`src/rtl/ofdm_sync_controller_if.sv`:
```
// Handshake bundle between the OFDM sync controller and its environment.
// The master side drives control and symbol-sync status; the slave side is the controller.
interface ofdm_sync_controller_if;
  logic        ctrl_start;
  logic        ctrl_abort;
  logic        sync_pre_sampling;
  logic        sync_valid;
  logic        sync_endofpacket;
  logic        sync_enable;
  logic        sync_rearm;
  logic        frame_active;
  logic [7:0]  symbol_count;
  logic        frame_done;
  logic        timeout_err;
  logic [2:0]  ctrl_state;
  logic [15:0] stat_frames;
  logic [15:0] stat_timeouts;

  modport master (
    output ctrl_start, ctrl_abort, sync_pre_sampling, sync_valid, sync_endofpacket,
    input  sync_enable, sync_rearm, frame_active, symbol_count, frame_done,
           timeout_err, ctrl_state, stat_frames, stat_timeouts
  );

  modport slave (
    input  ctrl_start, ctrl_abort, sync_pre_sampling, sync_valid, sync_endofpacket,
    output sync_enable, sync_rearm, frame_active, symbol_count, frame_done,
           timeout_err, ctrl_state, stat_frames, stat_timeouts
  );
endinterface

```
`src/rtl/ofdm_sync_controller.sv`:
```
// Frame acquisition controller sequencing symbol search, capture and holdoff.
// Optional statistics counters are built only when SYNC_CTRL_STATS_EN is defined.
module ofdm_sync_controller #(
  parameter int SYMBOLS_PER_FRAME = 16,
  parameter int SEARCH_TIMEOUT    = 4096,
  parameter int CAPTURE_TIMEOUT   = 1024,
  parameter int HOLDOFF_CYCLES    = 8
) (
  input logic                   clock_clk,
  input logic                   reset_reset_n,
  ofdm_sync_controller_if.slave bus
);

  localparam int MAX_SC    = (SEARCH_TIMEOUT > CAPTURE_TIMEOUT) ? SEARCH_TIMEOUT : CAPTURE_TIMEOUT;
  localparam int TIMER_MAX = (MAX_SC > HOLDOFF_CYCLES) ? MAX_SC : HOLDOFF_CYCLES;
  localparam int TIMER_W   = (TIMER_MAX > 1) ? $clog2(TIMER_MAX) : 1;

  localparam logic [TIMER_W-1:0] SEARCH_LAST  = TIMER_W'(SEARCH_TIMEOUT - 1);
  localparam logic [TIMER_W-1:0] CAPTURE_LAST = TIMER_W'(CAPTURE_TIMEOUT - 1);
  localparam logic [TIMER_W-1:0] HOLDOFF_LAST = TIMER_W'(HOLDOFF_CYCLES - 1);
  localparam logic [7:0]         FRAME_LEN    = 8'(SYMBOLS_PER_FRAME);

  typedef enum logic [2:0] {
    ST_IDLE    = 3'd0,
    ST_SEARCH  = 3'd1,
    ST_CAPTURE = 3'd2,
    ST_HOLDOFF = 3'd3
  } state_t;

  state_t             state, state_next;
  logic [TIMER_W-1:0] timer, timer_next;
  logic [7:0]         count, count_next;
  logic               rearm_next, done_next, timeout_next;

  logic sync_enable_q, frame_active_q, sync_rearm_q, frame_done_q, timeout_err_q;

  always_ff @(posedge clock_clk) begin
    if (!reset_reset_n) begin
      state          <= ST_IDLE;
      timer          <= '0;
      count          <= '0;
      sync_enable_q  <= 1'b0;
      frame_active_q <= 1'b0;
      sync_rearm_q   <= 1'b0;
      frame_done_q   <= 1'b0;
      timeout_err_q  <= 1'b0;
    end else begin
      state          <= state_next;
      timer          <= timer_next;
      count          <= count_next;
      sync_enable_q  <= (state_next == ST_SEARCH) || (state_next == ST_CAPTURE);
      frame_active_q <= (state_next == ST_SEARCH) || (state_next == ST_CAPTURE);
      sync_rearm_q   <= rearm_next;
      frame_done_q   <= done_next;
      timeout_err_q  <= timeout_next;
    end
  end

  // Abort overrides everything; end-of-packet beats a coincident capture timeout.
  always_comb begin
    state_next   = state;
    timer_next   = timer;
    count_next   = count;
    rearm_next   = 1'b0;
    done_next    = 1'b0;
    timeout_next = 1'b0;
    if (bus.ctrl_abort) begin
      state_next = ST_IDLE;
      timer_next = '0;
    end else begin
      case (state)
        ST_IDLE: begin
          if (bus.ctrl_start) begin
            state_next = ST_SEARCH;
            rearm_next = 1'b1;
            count_next = '0;
            timer_next = '0;
          end
        end
        ST_SEARCH: begin
          if (!bus.sync_pre_sampling) begin
            state_next = ST_CAPTURE;
            timer_next = '0;
          end else if (timer == SEARCH_LAST) begin
            timeout_next = 1'b1;
            rearm_next   = 1'b1;
            count_next   = '0;
            timer_next   = '0;
          end else begin
            timer_next = timer + TIMER_W'(1);
          end
        end
        ST_CAPTURE: begin
          if (bus.sync_valid && bus.sync_endofpacket) begin
            count_next = count + 8'd1;
            timer_next = '0;
            if (count_next == FRAME_LEN) begin
              done_next  = 1'b1;
              state_next = ST_HOLDOFF;
            end else begin
              state_next = ST_SEARCH;
            end
          end else if (timer == CAPTURE_LAST) begin
            timeout_next = 1'b1;
            rearm_next   = 1'b1;
            count_next   = '0;
            timer_next   = '0;
            state_next   = ST_SEARCH;
          end else begin
            timer_next = timer + TIMER_W'(1);
          end
        end
        ST_HOLDOFF: begin
          if (timer == HOLDOFF_LAST) begin
            timer_next = '0;
            if (bus.ctrl_start) begin
              state_next = ST_SEARCH;
              rearm_next = 1'b1;
              count_next = '0;
            end else begin
              state_next = ST_IDLE;
            end
          end else begin
            timer_next = timer + TIMER_W'(1);
          end
        end
        default: begin
          state_next = ST_IDLE;
          timer_next = '0;
        end
      endcase
    end
  end

  assign bus.sync_enable  = sync_enable_q;
  assign bus.frame_active = frame_active_q;
  assign bus.sync_rearm   = sync_rearm_q;
  assign bus.frame_done   = frame_done_q;
  assign bus.timeout_err  = timeout_err_q;
  assign bus.symbol_count = count;
  assign bus.ctrl_state   = state;

`ifdef SYNC_CTRL_STATS_EN
  logic [15:0] stat_frames_q, stat_timeouts_q;

  // Saturating event counters, cleared only by reset.
  always_ff @(posedge clock_clk) begin
    if (!reset_reset_n) begin
      stat_frames_q   <= '0;
      stat_timeouts_q <= '0;
    end else begin
      if (done_next && !(&stat_frames_q))
        stat_frames_q <= stat_frames_q + 16'd1;
      if (timeout_next && !(&stat_timeouts_q))
        stat_timeouts_q <= stat_timeouts_q + 16'd1;
    end
  end

  assign bus.stat_frames   = stat_frames_q;
  assign bus.stat_timeouts = stat_timeouts_q;
`else
  assign bus.stat_frames   = '0;
  assign bus.stat_timeouts = '0;
`endif

endmodule

```
`src/flat_wrapper.sv`:
```
// flat-port wrapper written by rule: the top's interface ports become plain ports
module ofdm_sync_controller_flat 
#(
  parameter int SYMBOLS_PER_FRAME = 16,
  parameter int SEARCH_TIMEOUT    = 4096,
  parameter int CAPTURE_TIMEOUT   = 1024,
  parameter int HOLDOFF_CYCLES    = 8
)
  (clock_clk, reset_reset_n, bus_ctrl_start, bus_ctrl_abort, bus_sync_pre_sampling, bus_sync_valid, bus_sync_endofpacket, bus_sync_enable, bus_sync_rearm, bus_frame_active, bus_symbol_count, bus_frame_done, bus_timeout_err, bus_ctrl_state, bus_stat_frames, bus_stat_timeouts);
  ofdm_sync_controller_if bus_i ();
  input logic clock_clk;
  input logic reset_reset_n;
  input wire logic [$bits(bus_i.ctrl_start)-1:0] bus_ctrl_start;
  input wire logic [$bits(bus_i.ctrl_abort)-1:0] bus_ctrl_abort;
  input wire logic [$bits(bus_i.sync_pre_sampling)-1:0] bus_sync_pre_sampling;
  input wire logic [$bits(bus_i.sync_valid)-1:0] bus_sync_valid;
  input wire logic [$bits(bus_i.sync_endofpacket)-1:0] bus_sync_endofpacket;
  output wire logic [$bits(bus_i.sync_enable)-1:0] bus_sync_enable;
  output wire logic [$bits(bus_i.sync_rearm)-1:0] bus_sync_rearm;
  output wire logic [$bits(bus_i.frame_active)-1:0] bus_frame_active;
  output wire logic [$bits(bus_i.symbol_count)-1:0] bus_symbol_count;
  output wire logic [$bits(bus_i.frame_done)-1:0] bus_frame_done;
  output wire logic [$bits(bus_i.timeout_err)-1:0] bus_timeout_err;
  output wire logic [$bits(bus_i.ctrl_state)-1:0] bus_ctrl_state;
  output wire logic [$bits(bus_i.stat_frames)-1:0] bus_stat_frames;
  output wire logic [$bits(bus_i.stat_timeouts)-1:0] bus_stat_timeouts;
  assign bus_i.ctrl_start = bus_ctrl_start;
  assign bus_i.ctrl_abort = bus_ctrl_abort;
  assign bus_i.sync_pre_sampling = bus_sync_pre_sampling;
  assign bus_i.sync_valid = bus_sync_valid;
  assign bus_i.sync_endofpacket = bus_sync_endofpacket;
  assign bus_sync_enable = bus_i.sync_enable;
  assign bus_sync_rearm = bus_i.sync_rearm;
  assign bus_frame_active = bus_i.frame_active;
  assign bus_symbol_count = bus_i.symbol_count;
  assign bus_frame_done = bus_i.frame_done;
  assign bus_timeout_err = bus_i.timeout_err;
  assign bus_ctrl_state = bus_i.ctrl_state;
  assign bus_stat_frames = bus_i.stat_frames;
  assign bus_stat_timeouts = bus_i.stat_timeouts;
  ofdm_sync_controller #(.SYMBOLS_PER_FRAME(SYMBOLS_PER_FRAME), .SEARCH_TIMEOUT(SEARCH_TIMEOUT), .CAPTURE_TIMEOUT(CAPTURE_TIMEOUT), .HOLDOFF_CYCLES(HOLDOFF_CYCLES)) u_core (.clock_clk(clock_clk), .reset_reset_n(reset_reset_n), .bus(bus_i));
endmodule
```
`config.mk`:
```
export PLATFORM = sky130hd
export DESIGN_NAME = ofdm_sync_controller_flat
export DESIGN_NICKNAME = d
export VERILOG_FILES = /design/src/rtl/ofdm_sync_controller_if.sv /design/src/rtl/ofdm_sync_controller.sv /design/src/flat_wrapper.sv
export SDC_FILE = /design/constraint.sdc
export NUM_CORES = 1
export LEC_CHECK = 0
export CAP_MARGIN = 5
export CORE_ASPECT_RATIO = 1.25
export CORE_MARGIN = 2
export CORE_UTILIZATION = 51
export CTS_CLUSTER_DIAMETER = 30
export DETAILED_ROUTE_END_ITERATION = 10
export PLACE_DENSITY = 0.81
export RECOVER_POWER = 100
export SLEW_MARGIN = 20
export SYNTH_ARGS = -nofsm -noshare
export SYNTH_HDL_FRONTEND = slang
export SYNTH_SLANG_ARGS = --single-unit
```
`constraint.sdc`:
```
create_clock -name clock_clk -period 2.8 [get_ports clock_clk]
set_input_delay 0.42 -clock clock_clk [delete_from_list [all_inputs] [get_ports clock_clk]]
set_output_delay 0.42 -clock clock_clk [all_outputs]
set_load 0.01 [all_outputs]
```
==> flow_summary.toml, run 1 <==
[global_route]
gr-total-overflow = 0
grt_antenna_before_repair = 0
grt_pass1_wl_um = 6250
grt_max_degree = 15
grt_use_total = 0.187
grt_pass1_vias = 1392

[route]
vias_per_cell = 5.59
drtAntennaViolNets = 0
first_iter_violations = 37
vias = 1600
drtPass1Iterations = 4
drt-total-wl_um = 3830
drc_errors = 0
wl_per_cell_um = 13.4

[logic_synthesis]
ys_seq_area_frac = 0.285
syn-cell-area_um2 = 1900
synthDistinctLibCells = 53
synth_ff_type = "dfxtp_1"
syn_avg_cell_area_um2 = 8.21
synthArstFlopShare = 0
synth-edff-count = 0
synth_cells = 231
ys_warn_count = 0
ys_ff_latch = 27

[clock_tree]
cts_buffers = 3
clock-root-buffer = "clkbuf_8"
cts.path.max_buffers = 2
cts.clk_slew.worst_paths_ns = 0.08
cts_resized = 0
cts.htree.levels = 1
holdBufCountCts = 0
postCtsSetupRepairBufs = 0
cts_sinks = 27
clock_latency_ns = 0.27
cts_tree = "built"

[pwr]
ir_drop_uv = 338
p_leak_nw = 0.800
power_per_cell_area_nw_per_um2 = 331

[sta]
relSlewSlack = 0.421
setup_viol = 0
period_needed_ns = 2.36
tightestPinTransition_ns = 0.868
grt_setup_unrepaired = "no"
hold_violations = 0
drv_slew = 0
clock.fmax_mhz = 424
fin_crit_sh = 0.842
clock-skew-final_ns = 0.00280
tns_ns = 0

[worst_setup_path]
setup.worst_path.start = "u_core.timer[0]"
critPathRequiredTime_ns = 2.95
worst-r2r-setup-slack_ns = 0.44
end_kind = "register"
r2r_end = "u_core.timer[9]"
r2r-start = "u_core.timer[0]"
ff2ff_path_depth = 6
worstPathMaxFanout = 9
crit_type = "reg -> reg"
crit_arrival_ns = 2.51
cp-start-kind = "register"

[placed_design]
gp_congestion = 0.851
portBuffers = 22
hpwl_um = 2950
dp_cells = 282

[finish]
diodes = 0
drive_gt1_frac = 0.0607
final_util = 0.574
fin_cells = 286
area_growth_pct = 6.34
nets = 258

[die]
dieArea_um2 = 4220
core_um2 = 3510
fp-row-count = 24
start_util = 0.540
die_x_um = 58.5
pin_count = 55
die_h_um = 72.2

[min_path]
hold_depth = 2
hp-class = "reg -> reg"
hold_path_end = "u_core.timer[1]"
hp-start = "u_core.timer[1]"

[run]
drv_cap = 0

[run_status]
status = "finished, final reports clean"
per-layer routing:
layer | vias up | wire length, um | track usage
li1 | 786 | - | -
met1 | 756 | 1600 | 0.236
met2 | 46 | 1950 | 0.311
met3 | 12 | 162 | 0.0267
met4 | 0 | 109 | 0.0853
met5 | - | 0 | 0
cell usage after synthesis (all sizes together), types with 3 or more instances:
master	n	area [um^2]
nor2	21	78.8
o21ai	7	35.0
xor2	6	52.6
nand4	6	50.0
nand2	15	56.3
buf	40	304
xnor2	6	52.6
ha	3	37.5
nor4	5	61.3
nor3b	4	35.0
a21oi	13	65.1
or2	4	25.0
a31oi	3	18.8
nand3	8	40.0
nand2b	5	31.3
nor3	10	50.1
inv	7	26.3
clkbuf	3	11.3
dfxtp	27	541
or4	3	22.5
and3	4	25.0
report_power, final:
group          total (mW)  internal (mW)  switching (mW)
Sequential          0.389          0.386         0.00362
Combinational      0.0592         0.0192          0.0401
Clock               0.218          0.102           0.116
Total               0.667          0.507           0.160
placed cells by master (no fill, tap or decap), types with 4 or more instances in the layout:
cell type	synthesis	layout
dlygate4sd3_1	0	16
nand2_1	15	15
and3_1	4	4
a21oi_1	13	13
xnor2_1	6	6
nand4_1	4	5
clkdlybuf4s50_1	0	6
o21ai_0	7	7
inv_1	7	7
nand2b_1	5	5
nor2_1	21	21
conb_1	1	33
xor2_1	6	6
nand3_1	8	8
nor3_1	10	10
dfxtp_1	27	27
logic make-up (layout without fill, tap and decap cells):
group | Yosys count | after routing | share of synthesized area
multiplexers | 1 | 1 | 0.00528
other | 1 | 33 | 0.00198
buffers and inverters | 50 | 34 | 0.180
AND/OR/NAND/NOR | 96 | 96 | 0.296
flip-flops | 27 | 27 | 0.285
XOR/XNOR | 12 | 12 | 0.0554
AO/OA/AOI/OAI | 41 | 41 | 0.156
adder cells (fa/ha/maj) | 3 | 3 | 0.0198
how the worst max path moves through the flow:
| stage | slack (ns) | end |
|---|---|---|
| after CTS | 0.52 | u_core.timer[9] |
| after global placement | 0.54 | u_core.timer[11] |
| final | 0.44 | u_core.timer[9] |
| after detailed placement | 0.53 | u_core.timer[11] |
| after floorplan | 0.93 | u_core.timer[0] |
| after global routing | 0.29 | u_core.timer[0] |
through the flow:
| stage | hold WS, ns | instance area (um^2) | setup WS, ns | power, mW |
|---|---|---|---|---|
| after floorplan | 0.462 | 2020 | 0.933 | 0.470 |
| after global placement | 0.474 | 1980 | 0.542 | 0.456 |
| after detailed placement | 0.497 | 1980 | 0.529 | 0.457 |
| after CTS | 0.510 | 2020 | 0.522 | 0.678 |
| after global routing | 0.544 | 2020 | 0.288 | 0.695 |
| final | 0.502 | 2020 | 0.443 | 0.667 |
area by class of cell:
type / count / area, um^2
Fill cell: 347 / 1500
Multi-Input combinational cell: 186 / 1130
Sequential cell: 27 / 541
Timing Repair Buffer: 23 / 228
Tap cell: 39 / 48.8
Clock buffer: 4 / 45.0
Inverter: 7 / 26.3
state kept, by name (all words and copies together), names as in the netlist:
name,flops
u_core.bus.timeout_err,1
u_core.bus.symbol_count,8
u_core.timer,12
u_core.bus.sync_enable,1
u_core.bus.sync_rearm,1
u_core.bus.frame_done,1
u_core.bus.ctrl_state,3
critical path, cell delays in order (launching register included):
cell     delay (ns)
dfxtp_1        0.40
ha_1           0.22
nand4_1        0.32
nor3_1         0.53
a31oi_1        0.25
o31ai_4        0.42
nor2_1         0.10
Note: power is estimated with default switching activity, not from simulation.
==> run 2: changes to the inputs <==
CORE_UTILIZATION = 43   (was 51)
PLACE_DENSITY = 0.72   (was 0.81)
clock period = 2 ns   (was 2.8 ns; I/O delays follow)
==> run 2 against run 1 <==
Against the previous run: total power up 45%; critical path depth rose by 1; die area increased by 17%; wire length rose by 10%; clock skew rose by 0.00081 ns; setup slack got worse by 0.38 ns; flip-flop and latch count unchanged; design area increased by 16%; cell count rose by 16%; clock power grew 49%; worst hold slack improved by 0.036 ns; largest cell class unchanged; largest power group unchanged.
==> flow_summary.toml, run 2 (synthesis gave the netlist of run 1 again) <==
[run_status]
status = "finished, final reports clean"

[finish]
largest_reg_flops = 12
fin_cells = 333
n_fill_cell = 427
diodes = 0
final_cell_mix = "conb_1 (33), buf_4 (27), dfxtp_1 (23)"
final_common_cell = "conb_1"
regMostFlops = "u_core.timer"
ff_latch_area_um2 = 546
drive_gt1_frac = 0.200
nets = 286
multi_input_area_um2 = 1200
area_growth_pct = 23.8

[route]
first_iter_violations = 89
drtAntennaViolNets = 0
drtPass1Iterations = 4
wl_per_cell_um = 12.6
vias_per_cell = 5.06
drc_errors = 0
drt-total-wl_um = 4210
vias = 1685

[global_route]
grt_use_total = 0.163
grt_pass1_wl_um = 6640
grt_max_degree = 17
grt_antenna_before_repair = 0
grt_pass1_vias = 1478
gr-total-overflow = 0

[clock_tree]
cts_buffers = 3
cts.clk_slew.worst_paths_ns = 0.10
clock_latency_ns = 0.27
cts_tree = "built"
cts.path.max_buffers = 2
cts.htree.levels = 1
cts_sinks = 27
holdBufCountCts = 0
clock-root-buffer = "clkbuf_8"

[worst_setup_path]
path_cells = "ha_4 -> nor4b_2 -> and3_4 -> buf_4 -> a2111o_1 -> a31o_2 -> mux2i_1"
cpMaxStageDelayCell = "a2111o_1"
ff2ff_path_depth = 7
crit_type = "reg -> reg"
critPathRequiredTime_ns = 2.21
slowest_delay_ns = 0.47
crit_arrival_ns = 2.15
end_kind = "register"
cp-start-kind = "register"
worstPathMaxFanout = 4

[pwr]
power_per_cell_area_nw_per_um2 = 412
ir_drop_uv = 267
p_leak_nw = 0.963

[placed_design]
gp_congestion = 0.884
dp_slack_ns = -0.0407
hpwl_um = 3120
portBuffers = 22
dp_cells = 328

[die]
die_h_um = 78.2
die_x_um = 63.4
dieArea_um2 = 4960
core_um2 = 4320
pin_count = 55
start_util = 0.438
fp-row-count = 27

[sta]
setup_viol = 0
hold_violations = 0
drv_slew = 0
period_needed_ns = 1.94
tns_ns = 0
clock-skew-final_ns = 0.00361
clock.fmax_mhz = 516
timing.final.ws_setup_ns = 0.0604
hold_slack_ns = 0.537
fin_crit_sh = 0.970

[min_path]
hp-class = "reg -> reg"
hold_depth = 2

[run]
drv_cap = 0
[run 2: cell count changes in the layout (fill, tap and decap cells not counted), sizes merged]
cell / change
buf: +28
clkbuf: -1
clkdlybuf4s50: +3
clkinvlp: +1
dlygate4sd3: -3
[run 2: path summary, 6_finish.rpt]
check                              from                          to  slack [ns]
max                     u_core.timer[0]      u_core.bus.sync_enable        0.06
min          u_core.bus.symbol_count[7]  u_core.bus.symbol_count[7]        0.54
max reg2reg             u_core.timer[0]      u_core.bus.sync_enable        0.06
min reg2reg  u_core.bus.symbol_count[7]  u_core.bus.symbol_count[7]        0.54
[run 2: critical path, delay by kind of cell, from the launching register on]
kind | cells | cell delay [ns]
adders and majority gates | 1 | 0.17
AOI/OAI and AO/OA | 2 | 0.73
DFF | 1 | 0.35
and+or+nand+nor | 2 | 0.37
buffers and inverters | 1 | 0.14
muxes | 1 | 0.12
[run 2: timing repair]
| action | CTS | global route |
|---|---|---|
| buffers inserted | 0 | 1 |
| gates resized for setup | 3 | 15 |
| endpoints found under the setup margin | 5 | 9 |
| pin swaps | 1 | 4 |
[run 2: cell type report]
| class | instances | share of cell area |
|---|---|---|
| Clock buffer | 3 | 0.0176 |
| Clock inverter | 1 | 0.00320 |
| Inverter | 7 | 0.0112 |
| Multi-Input combinational cell | 186 | 0.511 |
| Sequential cell | 27 | 0.232 |
| Tap cell | 58 | 0.0309 |
| Timing Repair Buffer | 51 | 0.193 |
[run 2: where the power goes]
group / switching [mW] / total [mW] / internal, mW
clock network: 0.184 / 0.325 / 0.142
registers: 0.00461 / 0.545 / 0.540
logic: 0.0591 / 0.0980 / 0.0388
total: 0.247 / 0.968 / 0.720
[run 2: stage by stage]
stage                     total power [mW]  instance area (um^2)   util
after floorplan                      0.659                  2020      -
after global placement               0.653                  2220  0.512
after detailed placement             0.654                  2220  0.512
after CTS                            0.973                  2280  0.528
after global routing                  1.00                  2350  0.543
final                                0.968                  2350  0.543
[run 2: routing by layer]
metal	global-route usage	part of all wire	up-vias	wire, um
met5	0	0	-	0
met4	0.0370	0.0043	0	18
met3	0.0186	0.043	2	182
met2	0.300	0.52	50	2180
met1	0.203	0.43	791	1820
li1	-	-	842	-
